$ cat config.mk
export PLATFORM = sky130hd
export DESIGN_NAME = eh2_lsu_clkgate_ctl
export DESIGN_NICKNAME = d
export VERILOG_FILES = /design/src/rtl/eh2_pkg.sv /design/src/rtl/eh2_lsu_hyst_cnt.sv /design/src/rtl/eh2_lsu_clkgate_ctl.sv
export SDC_FILE = /design/constraint.sdc
export NUM_CORES = 1
export LEC_CHECK = 0
export CAP_MARGIN = 20
export CORE_AREA = 2 2 62 64
export DETAILED_ROUTE_END_ITERATION = 8
export DIE_AREA = 0 0 64 66
export PLACE_DENSITY = 0.77
export SLEW_MARGIN = 40
export SYNTH_ARGS = -nofsm -noshare
export SYNTH_HDL_FRONTEND = slang
export SYNTH_SLANG_ARGS = --single-unit
$ cat constraint.sdc
create_clock -name free_clk -period 1.3 [get_ports free_clk]
set_clock_uncertainty 0.15 [all_clocks]
set_input_delay 0.26 -clock free_clk [delete_from_list [all_inputs] [get_ports free_clk]]
set_output_delay 0.26 -clock free_clk [all_outputs]
set_load 0.05 [all_outputs]
$ cat src/rtl/eh2_pkg.sv
// Shared LSU package: per-stage clock-enable record, hysteresis limit and a
// thread-id width helper used by the LSU clock-gating controller.
package eh2_pkg;

  localparam int unsigned LSU_FREE_HYST_MAX = 255;

  // Enables for one pipeline stage: c1 header, c2 header, store-only header.
  typedef struct packed {
    logic c1;
    logic c2;
    logic store;
  } eh2_lsu_clken_t;

  function automatic int unsigned lsu_tid_w(input int unsigned n);
    return (n > 1) ? $clog2(n) : 1;
  endfunction

endpackage

$ cat src/rtl/eh2_lsu_hyst_cnt.sv
// Free-clock hysteresis counter (load on activity, decrement, saturate at 0)
// plus the optional gated-cycle statistics counter (RV_LSU_CLKGATE_STATS_EN).
module eh2_lsu_hyst_cnt import eh2_pkg::*; #(
  parameter int unsigned FREE_HYST = 4,
  parameter int unsigned HYST_W    = $clog2(FREE_HYST + 1)
) (
  input  logic        free_clk,
  input  logic        rst_l,
  input  logic        activity,
`ifdef RV_LSU_CLKGATE_STATS_EN
  input  logic        stats_clr,
  output logic [31:0] gated_cycles,
`endif
  output logic        free_en
);

  // Out-of-range settings are clamped to the legal 1..LSU_FREE_HYST_MAX window.
  localparam int unsigned HYST_LOAD = (FREE_HYST > LSU_FREE_HYST_MAX) ? LSU_FREE_HYST_MAX :
                                      (FREE_HYST == 0) ? 1 : FREE_HYST;

  logic [HYST_W-1:0] r_cnt;

  always_ff @(posedge free_clk or negedge rst_l) begin
    if (!rst_l) begin
      r_cnt <= '0;
    end else if (activity) begin
      r_cnt <= HYST_W'(HYST_LOAD);
    end else if (r_cnt != '0) begin
      r_cnt <= r_cnt - HYST_W'(1);
    end
  end

  assign free_en = activity | (r_cnt != '0);

`ifdef RV_LSU_CLKGATE_STATS_EN
  logic [31:0] r_gated;

  always_ff @(posedge free_clk or negedge rst_l) begin
    if (!rst_l) begin
      r_gated <= '0;
    end else if (stats_clr) begin
      r_gated <= '0;
    end else if (!free_en && (r_gated != '1)) begin
      r_gated <= r_gated + 32'd1;
    end
  end

  assign gated_cycles = r_gated;
`endif

endmodule

$ cat src/rtl/eh2_lsu_clkgate_ctl.sv
// Parametrised LSU clock-gating controller: stage c1/c2/store clocks, per-thread
// bus-buffer clocks, bus-master and free clocks. Optional: RV_LSU_CLKGATE_STATS_EN.
module eh2_lsu_clkgate_ctl import eh2_pkg::*; #(
  parameter  int unsigned NUM_STAGES  = 5,
  parameter  int unsigned NUM_THREADS = 2,
  parameter  int unsigned FREE_HYST   = 4,
  parameter  int unsigned HYST_W      = $clog2(FREE_HYST + 1),
  localparam int unsigned TID_W       = lsu_tid_w(NUM_THREADS)
) (
  input  logic                   clk,
  input  logic                   free_clk,
  input  logic                   rst_l,
  input  logic                   scan_mode,
  input  logic                   clk_override,
  input  logic [NUM_STAGES:0]    stage_vld,
  input  logic [NUM_STAGES:0]    stage_store,
  input  logic                   dma_dccm_req,
  input  logic                   dma_mem_write,
  input  logic                   busreq_last,
  input  logic [TID_W-1:0]       busreq_tid,
  input  logic [NUM_THREADS-1:0] bus_pend,
  input  logic [NUM_THREADS-1:0] bus_empty,
  input  logic [NUM_THREADS-1:0] stbuf_empty,
  input  logic [NUM_THREADS-1:0] lr_vld,
  input  logic                   lsu_bus_clk_en,
`ifdef RV_LSU_CLKGATE_STATS_EN
  input  logic                   stats_clr,
  output logic [31:0]            gated_cycles,
`endif
  output logic [NUM_STAGES:1]    c1_clk,
  output logic [NUM_STAGES:1]    c2_clk,
  output logic [NUM_STAGES:1]    store_c1_clk,
  output logic [NUM_THREADS-1:0] bus_ibuf_clk,
  output logic [NUM_THREADS-1:0] bus_obuf_clk,
  output logic [NUM_THREADS-1:0] bus_buf_clk,
  output logic                   busm_clk,
  output logic                   free_c2_clk,
  output logic [NUM_STAGES:1]    c1_en,
  output logic [NUM_STAGES:1]    c2_en,
  output logic                   free_en
);

  localparam int unsigned NG = 3 * NUM_STAGES + 3 * NUM_THREADS + 2;

  logic                   w_ovr;
  logic                   w_activity;
  logic [NUM_STAGES:0]    r_c1_en_q;
  eh2_lsu_clken_t         w_en [1:NUM_STAGES];
  logic [NUM_STAGES:1]    w_store_en;
  logic [NUM_THREADS-1:0] w_hit;
  logic [NUM_THREADS-1:0] w_ibuf_en;
  logic [NUM_THREADS-1:0] w_obuf_en;
  logic [NUM_THREADS-1:0] w_buf_en;
  logic [NG-1:0]          w_gate_en;
  logic [NG-1:0]          w_gclk;
  logic                   w_unused_store;

  assign w_ovr          = clk_override;
  assign w_unused_store = stage_store[NUM_STAGES];

  // Slot 0 of the shift chain is the decode valid; slot s tracks c1_en[s].
  always_ff @(posedge free_clk or negedge rst_l) begin
    if (!rst_l) begin
      r_c1_en_q <= '0;
    end else begin
      r_c1_en_q[0] <= stage_vld[0];
      for (int unsigned s = 1; s <= NUM_STAGES; s++) begin
        r_c1_en_q[s] <= w_en[s].c1;
      end
    end
  end

  for (genvar s = 1; s <= NUM_STAGES; s++) begin : g_stage
    logic w_c1;
    logic w_st_sel;
    assign w_c1     = stage_vld[s-1] | r_c1_en_q[s-1] | w_ovr |
                      ((s == 1) ? dma_dccm_req : 1'b0);
    assign w_st_sel = stage_store[s-1] | ((s == 1) ? dma_mem_write : 1'b0);
    assign w_en[s]  = '{c1: w_c1, c2: w_c1 | r_c1_en_q[s], store: (w_c1 & w_st_sel) | w_ovr};
  end

  always_comb begin
    c1_en      = '0;
    c2_en      = '0;
    w_store_en = '0;
    for (int unsigned s = 1; s <= NUM_STAGES; s++) begin
      c1_en[s]      = w_en[s].c1;
      c2_en[s]      = w_en[s].c2;
      w_store_en[s] = w_en[s].store;
    end
  end

  for (genvar t = 0; t < NUM_THREADS; t++) begin : g_thread
    assign w_hit[t]     = busreq_last & (busreq_tid == TID_W'(t));
    assign w_ibuf_en[t] = w_hit[t] | w_ovr;
    assign w_obuf_en[t] = (bus_pend[t] | w_hit[t] | w_ovr) & lsu_bus_clk_en;
    assign w_buf_en[t]  = ~bus_empty[t] | w_hit[t] | w_ovr;
  end

  assign w_activity = (|stage_vld) | (|lr_vld) | ~(&bus_empty) | ~(&stbuf_empty) | w_ovr;

  eh2_lsu_hyst_cnt #(
    .FREE_HYST (FREE_HYST),
    .HYST_W    (HYST_W)
  ) u_hyst (
    .free_clk     (free_clk),
    .rst_l        (rst_l),
    .activity     (w_activity),
`ifdef RV_LSU_CLKGATE_STATS_EN
    .stats_clr    (stats_clr),
    .gated_cycles (gated_cycles),
`endif
    .free_en      (free_en)
  );

  // Top two slots (busm, obuf) are the bus-ratio rvclkhdr domain; the rest are
  // rvoclkhdr. Both share the latch-while-low / AND structure with scan bypass.
  assign w_gate_en = {lsu_bus_clk_en, w_obuf_en, free_en, w_buf_en, w_ibuf_en,
                      w_store_en, c2_en, c1_en};

  for (genvar g = 0; g < NG; g++) begin : g_hdr
    logic r_en_lat;
    always_latch begin
      if (!clk) r_en_lat <= w_gate_en[g] | scan_mode;
    end
    assign w_gclk[g] = clk & r_en_lat;
  end

  assign {busm_clk, bus_obuf_clk, free_c2_clk, bus_buf_clk, bus_ibuf_clk,
          store_c1_clk, c2_clk, c1_clk} = w_gclk;

endmodule

Word level (Yosys, flattened, before mapping)
Index checks and enable logic that the tools add are counted.
{"block": "word_totals", "input_bits": 30, "output_inout_bits": 34, "mem_count": 0, "latchBits": 23, "rom_bits": 0, "ff_bits": 9, "ram_bits": 0}
{"block": "op_classes", "reduce_logical": 6, "div": 0, "n_eq_ne": 0, "bitwise_logic": 97, "n_addsub": 1, "mul": 0, "shift": 0, "n_mux": 25, "n_lt_le_gt_ge": 0}
{"cell": "$or A1 B1 Y1", "n": 60}
{"cell": "$and A1 B1 Y1", "n": 32}
{"cell": "$mux W1", "n": 23}
{"cell": "$mux W3", "n": 2}
{"cell": "$reduce_or A6 Y1", "n": 1}
{"cell": "$not A1 Y1", "n": 5}
{"cell": "$reduce_and A2 Y1", "n": 2}
{"cell": "$reduce_bool A3 Y1", "n": 1}
{"cell": "$sub A3 B1 Y3 const B", "n": 1}
{"cell": "$reduce_bool A2 Y1", "n": 1}
{"cell": "$reduce_or A2 Y1", "n": 1}

Logic depth before layout (Yosys ltp)
{"block": "depth", "word_depth": 8, "mapped_depth": 5, "ltp_nobuf": 5}

By module
From an unflattened synthesis, not the netlist that was laid out.
{"block": "hier_totals", "hier_cells": 123, "hier_area_um2": 1188.6}
{"mod": "eh2_lsu_clkgate_ctl", "n_inst": 1, "cells_each": 106, "seq_area_each_um2": 150.1, "area_each_um2": 1002.2}
{"mod": "eh2_lsu_hyst_cnt", "n_inst": 1, "cells_each": 17, "seq_area_each_um2": 75.1, "area_each_um2": 186.4}

==> run summary <==
The logs give 1150 µm² for the post-synth design cell area and 32.5% for the initial cell density of the core. Headroom to the max-slew limit came out at 66.2%. The growth of design area from synthesis to finish came out at 116%.

The via count of the first global-routing pass is 1146, and the weighted congestion reported at the end of routability-driven placement is 0.789. The H-tree depth came out at 1. The startpoint-to-endpoint class of the critical path was reg2out. Derived from the worst setup path, the maximum achievable clock frequency is 550 MHz. The number of cells on the worst reg-to-reg path works out to 5.

In this run the horizontal extent of the chip is 64 µm. For the pin with the worst max-slew slack, the measured transition is 0.504 ns. The timer found 23 register pins that no clock reaches; their paths are not timed. The proportion of synthesized area in mux cells was 0%.

The setup check on the worst reg-to-reg path leaves a slack of -0.07 ns. By area, the combinational part of the netlist is dominated by simple AND/OR/NAND/NOR gates. The clock period minus final worst setup slack is 1.82 ns, and the number of violations of the max-capacitance limit is 0. TritonCTS built the clock tree. After detailed routing, the total wire length is 3670 µm. Summing the areas of all fa, ha and maj instances in the mapped netlist gives 2.17% of the synthesized area.

The number of synthesis warnings was 0; the overall fraction of global-route tracks in use was 17.5%. The highest ir drop seen on vdd is 0.377 mV. The run gives 13 as the total of endpoints with negative setup slack in the final report. The cell depth of the worst min-delay path works out to 1. The tools report the number of antenna violations at the first check in global routing as 0. The mean number of vias per cell is 4.45. The worst setup path is captured at an output port.

Total power for the finished layout comes to 1.10 mW. The number of storage elements in the synthesis netlist was 32; the number of DRC violations after detailed routing was 0. The count of buffers added on input and output ports is 62. STA puts the critical path data required time at 0.89 ns. Clock insertion delay at the later pin of the skew report: 0.27 ns. The final route contains 1178 vias. The number of enable-type register cells in the synthesized netlist came out at 0. Setup repair after global routing could not meet its margin everywhere.

The synthesized netlist devotes 4.66% of its cell area to compound gates. Synthesis handed over a netlist of 123 instances. For the number of search-and-repair iterations in the first detailed-routing pass, the log shows 3. Timing analysis after detailed placement gives a worst setup slack of -0.841 ns. The analysis attributes to cell leakage a power of 1.13 nW. Each instance of the synthesized netlist takes up on average 9.39 µm².

Detail-routed net length per standard cell: 13.8 µm. The run gives 0 as the total grt overflow. The die covers 4220 µm². The ratio of cells with drive above 1 in the final layout was 53.0%; the simple-gate share of the synthesized area was 37.5%.

The logs give 3550 µm² for the placeable core region and 26 for the distinct cell type count after synthesis. The share of the clock period used by the worst path came out at 140%. In this run the critical register-to-register path is captured at u_hyst.r_cnt[2]. 23 endpoints have no timing constraint.

The tools report the number of primary I/O pins as 64. The checks that failed: setup timing. The run gives 155 as the synthesized net count.

The setup slack after layout was -0.517 ns. Entering global routing, the biggest net connects 24 pins. The origin of the worst min-delay path is stage_vld[0]. The tools report the final-report hold violation count as 0. Of all nets on the critical path, the largest fanout is 2. The floorplan has 22 rows. The tools report the worst hold path endpoint as r_c1_en_q[0]. 0 antenna diodes ended up in the layout. The final antenna-violating net count is 0. The iteration-0 DRC count of the detailed router was 18. The clock root buffer was clkbuf_4.

The total count of max-transition violations in the final report is 0. The tools report the worst flop-to-flop path startpoint as u_hyst.r_cnt[1]. The filler cells instantiated in the layout total 229. The run finished, with violations left. For the number of buffers added by the clock tree synthesis step, the log shows 3. The placed wire-length estimate after detailed placement is 2520 µm.

The total power per unit cell area was 443 nW/µm²; the first-pass GRT wire length was 5630 µm. The floorplan die height was 66 µm; the fraction of registers with async set or reset after synthesis was 28.1%. The clock transition at the registers of the reported paths was 0.06 ns; the worst-case clock buffer depth was 2. The xor and xnor fraction of the mapped netlist area is 0.758%, and the arrival time reported for the critical path endpoint is 1.41 ns. STA classifies the critical path startpoint as a register. Most common flop cell mapped by yosys: dlxtn_1.

The path class of the tightest hold or removal check is in2reg. For the net count of the finished layout, the log shows 250.
[cells by family after synthesis]
kind of cell / count (synthesis)
simple gates: 68
latches: 23
buf+inv: 12
flops: 9
compound gates: 8
fa+ha+maj: 2
xor+xnor: 1
[critical path: stages, from the launching register on]
cell and delay (ns):
dfrtp_1 0.41, or3_4 0.34, or2_4 0.24, buf_8 0.15
[per-stage QoR]
step / cell area, µm² / TNS, ns / cells / hold slack, ns / utilization [%]
detailed placement: 2190 / -22.19 / 246 / 0.409 / 61.6
CTS: 2420 / -4.89 / 259 / 0.117 / 68.3
finish: 2490 / -4.77 / 265 / 0.0247 / 70.3
global route: 2490 / -5.39 / 265 / 0.0127 / 70.3
global placement: 2190 / -21.75 / 246 / 0.398 / 61.6
floorplan: 1180 / -0.765 / 123 / -0.186 / -
[layout by cell type (no fill, tap or decap), types with 2 or more instances in the layout]
master           synthesis  final
or3_1                    6      6
buf_4                    5     28
buf_6                    0     10
o21ai_0                  3      3
nand2_1                  8      8
or2_2                   10      5
dfrtp_1                  9      9
clkbuf_2                 0      5
or3_4                    4      4
dlxtn_1                 23     23
buf_2                    0      4
inv_2                    0      3
buf_8                    0      7
clkbuf_4                 0      3
nor2_2                   0      2
o21a_1                   2      2
and2_1                  23     20
ha_4                     0      2
and2_4                   0      3
clkdlybuf4s15_1          0      2
buf_12                   0     24
dlygate4sd2_1            0      2
nor4bb_4                 0      2
or2_4                    0      5
clkdlybuf4s50_1          0     13
nor2_1                   6      4
[power breakdown]
group	total, mW	switching, mW	internal, mW
clock network	0.219	0.101	0.118
registers	0.325	0.00417	0.320
logic	0.561	0.276	0.285
[worst max path at each step]
stage                             from        to  slack, ns  cells past startpoint
final                     r_c1_en_q[1]  c2_en[2]      -0.52                      3
after global routing      r_c1_en_q[1]  c2_en[2]      -0.56                      3
after CTS                 r_c1_en_q[0]  c2_en[1]      -0.52                      3
after detailed placement  clk_override  c2_en[2]      -0.84                      4
after global placement    clk_override  c2_en[2]      -0.84                      4
after floorplan           r_c1_en_q[1]  c2_en[2]      -0.15                      2
[what timing repair did]
action	4_1_cts	5_1_grt
gates cloned	2	0
pin swaps	10	7
hold buffers	0	0
setup buffers	8	7
endpoints found under the setup margin	42	17
resized for setup	66	21
[final cells by class]
cell class / instances / area (µm²) / area share [%]
inverter: 4 / 15.0 / 0.602
clock buffer: 4 / 26.3 / 1.05
multi-input combinational: 79 / 629 / 25.2
timing repair buffer: 98 / 1190 / 47.8
sequential: 32 / 571 / 22.9
tap: 48 / 60.1 / 2.41
[sequential cells by signal, summed over array words and instances (netlist names)]
| register | flops |
|---|---|
| g_hdr.r_en_lat | 23 |
| u_hyst.r_cnt | 3 |
| r_c1_en_q | 6 |
[cell usage after synthesis, types with 3 or more instances]
cell type | instances | area share [%]
and2_1 | 23 | 12
o21ai_0 | 3 | 1.3
nor2_1 | 6 | 2.0
clkbuf_1 | 3 | 0.98
buf_4 | 5 | 3.3
or2_2 | 10 | 5.4
nand2_1 | 8 | 2.6
or3_1 | 6 | 3.3
dfrtp_1 | 9 | 20
or3_4 | 4 | 3.9
inv_1 | 4 | 1.3
dlxtn_1 | 23 | 30
[metal layers]
metal	part of all wire, %	vias up	GRT usage (%)
met5	0	-	0
met3	4.5	5	3.92
li1	-	583	-
met4	1.0	0	2.72
met2	56	38	34.0
met1	38	552	19.5
No activity file was read; power rests on OpenSTA's default activity.
